<file path="config.mk">
export PLATFORM = sky130hd
export DESIGN_NAME = bit_serial_adder_flat
export DESIGN_NICKNAME = d
export VERILOG_FILES = /design/src/rtl/bit_serial_adder_if.sv /design/src/rtl/bit_serial_adder.sv /design/src/flat_wrapper.sv
export SDC_FILE = /design/constraint.sdc
export NUM_CORES = 1
export LEC_CHECK = 0
export BUFFER_PORTS_ARGS = -buffer_cell sky130_fd_sc_hd__buf_2
export CORE_MARGIN = 2
export CORE_UTILIZATION = 53
export DETAILED_ROUTE_END_ITERATION = 8
export HOLD_SLACK_MARGIN = 0.06
export PLACE_DENSITY = 0.77
export SLEW_MARGIN = 10
export SYNTH_ARGS = -nofsm -noshare
export SYNTH_HDL_FRONTEND = slang
export SYNTH_SLANG_ARGS = --single-unit
</file>
<file path="constraint.sdc">
create_clock -name clk -period 1.88 [get_ports clk]
set_clock_uncertainty 0.05 [all_clocks]
set_input_delay 0.564 -clock clk [delete_from_list [all_inputs] [get_ports clk]]
set_output_delay 0.564 -clock clk [all_outputs]
set_load 0.01 [all_outputs]
</file>
<file path="src/rtl/bit_serial_adder_if.sv">
// Handshake and data bundle for the bit-serial adder.
// The master drives the request and operands; the slave returns status and the result.
interface bit_serial_adder_if #(
    parameter int unsigned WIDTH = 8
);
    logic             start;
    logic [WIDTH-1:0] a;
    logic [WIDTH-1:0] b;
    logic             carryIn;
    logic             busy;
    logic             done;
    logic [WIDTH-1:0] sum;
    logic             carryOut;

    modport master (
        output start, a, b, carryIn,
        input  busy, done, sum, carryOut
    );

    modport slave (
        input  start, a, b, carryIn,
        output busy, done, sum, carryOut
    );
endinterface

</file>
<file path="src/rtl/bit_serial_adder.sv">
// Bit-serial adder: one full-adder cell with a registered carry computes
// sum = a + b + carryIn one bit per clock, LSB first, under a start/busy/done handshake.
module bit_serial_adder #(
    parameter int unsigned WIDTH = 8
) (
    input  logic               clk,
    input  logic               rst,
    bit_serial_adder_if.slave  bus
);

    localparam int unsigned CW = $clog2(WIDTH) + 1;

    typedef enum logic [1:0] {
        IDLE  = 2'b00,
        SHIFT = 2'b01,
        DONE  = 2'b10
    } state_t;

    state_t           state_q;
    logic [WIDTH-1:0] opa_q;
    logic [WIDTH-1:0] opb_q;
    logic [WIDTH-1:0] acc_q;
    logic             cy_q;
    logic [CW-1:0]    cnt_q;
    logic [WIDTH-1:0] sum_q;
    logic             cout_q;

    // Next sum bit and carry from the shared full-adder cell.
    logic             s_d;
    logic             c_d;
    logic [WIDTH-1:0] acc_d;

    // Full-adder cell on the current LSBs and the fed-back carry.
    always_comb begin
        s_d   = opa_q[0] ^ opb_q[0] ^ cy_q;
        c_d   = (opa_q[0] & opb_q[0]) | (opa_q[0] & cy_q) | (opb_q[0] & cy_q);
        acc_d = {s_d, acc_q[WIDTH-1:1]};
    end

    // Control FSM and datapath registers; result registers only change on completion.
    always_ff @(posedge clk or posedge rst) begin
        if (rst) begin
            state_q <= IDLE;
            opa_q   <= '0;
            opb_q   <= '0;
            acc_q   <= '0;
            cy_q    <= 1'b0;
            cnt_q   <= '0;
            sum_q   <= '0;
            cout_q  <= 1'b0;
        end else begin
            case (state_q)
                IDLE: begin
                    if (bus.start) begin
                        opa_q   <= bus.a;
                        opb_q   <= bus.b;
                        cy_q    <= bus.carryIn;
                        cnt_q   <= '0;
                        acc_q   <= '0;
                        state_q <= SHIFT;
                    end
                end
                SHIFT: begin
                    acc_q <= acc_d;
                    opa_q <= {1'b0, opa_q[WIDTH-1:1]};
                    opb_q <= {1'b0, opb_q[WIDTH-1:1]};
                    cy_q  <= c_d;
                    cnt_q <= cnt_q + 1'b1;
                    if (cnt_q == CW'(WIDTH - 1)) begin
                        sum_q   <= acc_d;
                        cout_q  <= c_d;
                        state_q <= DONE;
                    end
                end
                DONE: begin
                    state_q <= IDLE;
                end
                default: begin
                    state_q <= IDLE;
                end
            endcase
        end
    end

    assign bus.busy     = (state_q == SHIFT);
    assign bus.done     = (state_q == DONE);
    assign bus.sum      = sum_q;
    assign bus.carryOut = cout_q;

endmodule
</file>
<file path="src/flat_wrapper.sv">
// flat-port wrapper written by rule: the top's interface ports become plain ports
module bit_serial_adder_flat 
#(
    parameter int unsigned WIDTH = 8
)
  (clk, rst, bus_start, bus_a, bus_b, bus_carryIn, bus_busy, bus_done, bus_sum, bus_carryOut);
  bit_serial_adder_if #(.WIDTH(WIDTH)) bus_i ();
  input  logic clk;
  input  logic rst;
  input wire logic [$bits(bus_i.start)-1:0] bus_start;
  input wire logic [$bits(bus_i.a)-1:0] bus_a;
  input wire logic [$bits(bus_i.b)-1:0] bus_b;
  input wire logic [$bits(bus_i.carryIn)-1:0] bus_carryIn;
  output wire logic [$bits(bus_i.busy)-1:0] bus_busy;
  output wire logic [$bits(bus_i.done)-1:0] bus_done;
  output wire logic [$bits(bus_i.sum)-1:0] bus_sum;
  output wire logic [$bits(bus_i.carryOut)-1:0] bus_carryOut;
  assign bus_i.start = bus_start;
  assign bus_i.a = bus_a;
  assign bus_i.b = bus_b;
  assign bus_i.carryIn = bus_carryIn;
  assign bus_busy = bus_i.busy;
  assign bus_done = bus_i.done;
  assign bus_sum = bus_i.sum;
  assign bus_carryOut = bus_i.carryOut;
  bit_serial_adder #(.WIDTH(WIDTH)) u_core (.clk(clk), .rst(rst), .bus(bus_i));
endmodule
</file>
==> results.yml <==
place:
  gp_congestion: 0.7190
  hpwl_um: 2085
  place_ws_ns: -0.1746
  portBuffers: 30
cells_and_area:
  nets: 197
  drive_above_1_share: 0.3636
  final_util: 0.6672
  fill_cells: 247
  area_growth_pct: 22.06
  n_antenna_cell: 0
pwr:
  ir_worst_vdd_uv: 698.3
  power.leakage_nw: 0.9709
  power-per-cell-area_nw_per_um2: 1432
  total_power_mw: 2.844
worst_setup_path:
  rr_endpoint: "u_core.opa_q[1]"
  critPathBufInv: 2
  cpPeakStageDelay_ns: 0.42
  worstPathRequired_ns: 1.27
  worstPathCellList: "buf_8 -> and2b_1 -> buf_2"
  reg2reg_slack_ns: 0.19
  path_class: "flip-flop to output port"
  crit_path_max_fanout: 6
  cp.arrival_ns: 1.20
  crit_family: "flip-flops"
  ff2ff_path_depth: 4
  endpoint_kind: "output port"
  r2r-start: "u_core.state_q[0]"
  worstSetupStartpointType: "flip-flop"
  critPathSlowestCell: "dfrtp_1"
synthesis:
  synth_xor_area_frac: 0
  synth_fa_ha_area_frac: 0.01998
  synth_nets: 157
  syn_area_per_cell_um2: 12.06
  ys_types: 23
  syn_area_um2: 1628
  synth.area.mux_share: 0.07610
  synth-simple-area-share: 0.07225
  ys_seq_area_frac: 0.5995
  synth_seq_cells: 39
  synthCells: 135
  ys_warn_count: 0
  synth_compound_area_frac: 0.1899
  synth_top_family_by_area: "compound AO/OA/AOI/OAI gates"
clocking:
  clockBufferDepth: 2
  cts_tree: "built"
  cts_buffers: 5
  cts_hold_buf: 0
  clk_latency_ns: 0.34
  clk_pin_slew_ns: 0.11
  clock-sinks: 39
  cts_max_level: 2
  clockRootBuffer: "clkbuf_4"
timing:
  slew_viol_final: 0
  setup_viol: 0
  setup_tns_ns: 0
  grt_setup_unrepaired: "false"
  timing.fmax_ghz: 0.5520
  whs_ns: 0.2594
  period_needed_ns: 1.811
  timing.max_slew.rel_slack: 0.5832
  tightestPinTransition_ns: 0.6224
  post-route-period-util: 0.9635
  setup_ws_ns: 0.06856
  hold_viol_final: 0
die:
  start_util: 0.5466
  die-area_um2: 3531
  die_height_um: 59.42
  fp.dieW_um: 59.42
  core-area_um2: 2978
  ios: 31
  num_rows: 20
routing:
  drtAntennaViolNets: 0
  drc: 0
  vias_per_cell: 5.665
  vias: 1184
  drt-pass1-iter-count: 5
  routed_wl_um: 3233
  wl_per_cell_um: 15.47
  drtIter0Drc: 49
hold_path:
  hp-class: "input pin to async pin"
global_routing:
  grt_max_degree: 40
  grt_remaining_overflow: 0
  gr-usage-all-layers: 0.2112
  grt_antenna_before_repair: 0
  grt_pass1_vias: 1180
  grt_pass1_wl_um: 5444
outcome:
  outcome: "finished clean"
run:
  maxCapViolations: 0
[registers in the layout, indices dropped and copies added (netlist names)]
signal / count
u_core.cnt_q: 4
u_core.state_q: 2
u_core.cy_q: 1
u_core.bus.sum: 8
u_core.opa_q: 8
u_core.bus.carryOut: 1
u_core.acc_q: 7
u_core.opb_q: 8
[stage by stage]
stage | area [um^2] | cells
floorplan | 1628 | 135
global placement | 1827 | 194
detailed placement | 1827 | 194
CTS | 1943 | 204
global route | 1987 | 209
finish | 1987 | 209
[tightest hold or removal path, delay by kind of cell]
| kind | cells | cell delay [ns] |
|---|---|---|
| buffers and inverters | 3 | 0.54 |
[placed cells by master (no fill, tap or decap)]
cell type	count
fa_1	1
a22o_1	11
mux2_1	1
a211oi_1	1
and2b_1	1
mux2_2	10
o21bai_2	1
nand4_1	1
nand2_1	16
dfrtp_1	39
buf_12	1
a21oi_1	2
clkbuf_8	2
o21ai_0	15
clkbuf_1	1
nor3b_2	1
inv_1	2
ha_1	1
buf_4	10
buf_2	30
nor2b_1	2
a22oi_1	15
clkbuf_4	5
buf_8	1
nand3_1	1
nor2_1	2
buf_6	1
bufbuf_16	1
nor2b_2	1
[cells in the mapped netlist (all sizes together)]
cell type / n / share of area
fa: 1 / 0.012
a22oi: 15 / 0.069
o21bai: 1 / 0.0046
nor2: 2 / 0.0046
nor3b: 1 / 0.0077
a21oi: 2 / 0.0061
nand2: 16 / 0.037
ha: 1 / 0.0077
nand4: 1 / 0.0038
a22o: 11 / 0.059
dfrtp: 39 / 0.60
mux2: 11 / 0.076
nor2b: 3 / 0.012
buf: 9 / 0.033
clkbuf: 2 / 0.0046
nand3: 1 / 0.0031
inv: 2 / 0.0046
a211oi: 1 / 0.0046
and2b: 1 / 0.0046
o21ai: 15 / 0.046
[logic make-up after synthesis]
family                     after synthesis
AOI/OAI and AO/OA                       45
DFF                                     39
buffers and inverters                   13
muxes                                   11
and+or+nand+nor                         25
adders and majority gates                2
[worst max-delay path by stage]
stage	startpoint	to	cells past startpoint
3_3_place_gp	bus_start	u_core.opb_q[7]	4
2_1_floorplan	u_core.state_q[0]	bus_done	3
5_1_grt	u_core.state_q[0]	bus_busy	3
6_report	u_core.state_q[0]	bus_busy	3
4_1_cts	u_core.state_q[0]	bus_busy	3
3_5_place_dp	bus_start	u_core.opb_q[7]	4
[repair_timing]
action | in CTS | in global routing
gates resized for setup | 2 | 2
setup buffers | 1 | 5
gates cloned | 1 | 0
endpoints found under the setup margin | 1 | 10
[final cells by class]
type | instances | area, um^2 | area share
multi-input cells | 83 | 589.3 | 0.2966
inverters | 2 | 7.507 | 0.003778
flip-flops and latches | 39 | 975.9 | 0.4912
repair buffers | 44 | 304.0 | 0.1530
clock buffers | 8 | 68.82 | 0.03463
well taps | 33 | 41.29 | 0.02078
[layer usage]
layer | routed length (um) | share of wire | vias to the layer above | GRT usage
met4 | 67 | 0.021 | 0 | 0.07468
met3 | 159 | 0.049 | 7 | 0.06769
met5 | 0 | 0 | - | 0
met1 | 1410 | 0.44 | 572 | 0.2650
met2 | 1595 | 0.49 | 37 | 0.3422
li1 | - | - | 568 | -
[report_power, final]
| group | internal, mW | switching (mW) | leakage, nW |
|---|---|---|---|
| Clock | 0.220 | 0.255 | 0.0386 |
| Sequential | 1.14 | 0.206 | 0.509 |
| Combinational | 0.558 | 0.464 | 0.424 |
(Power assumes the default switching activity.)
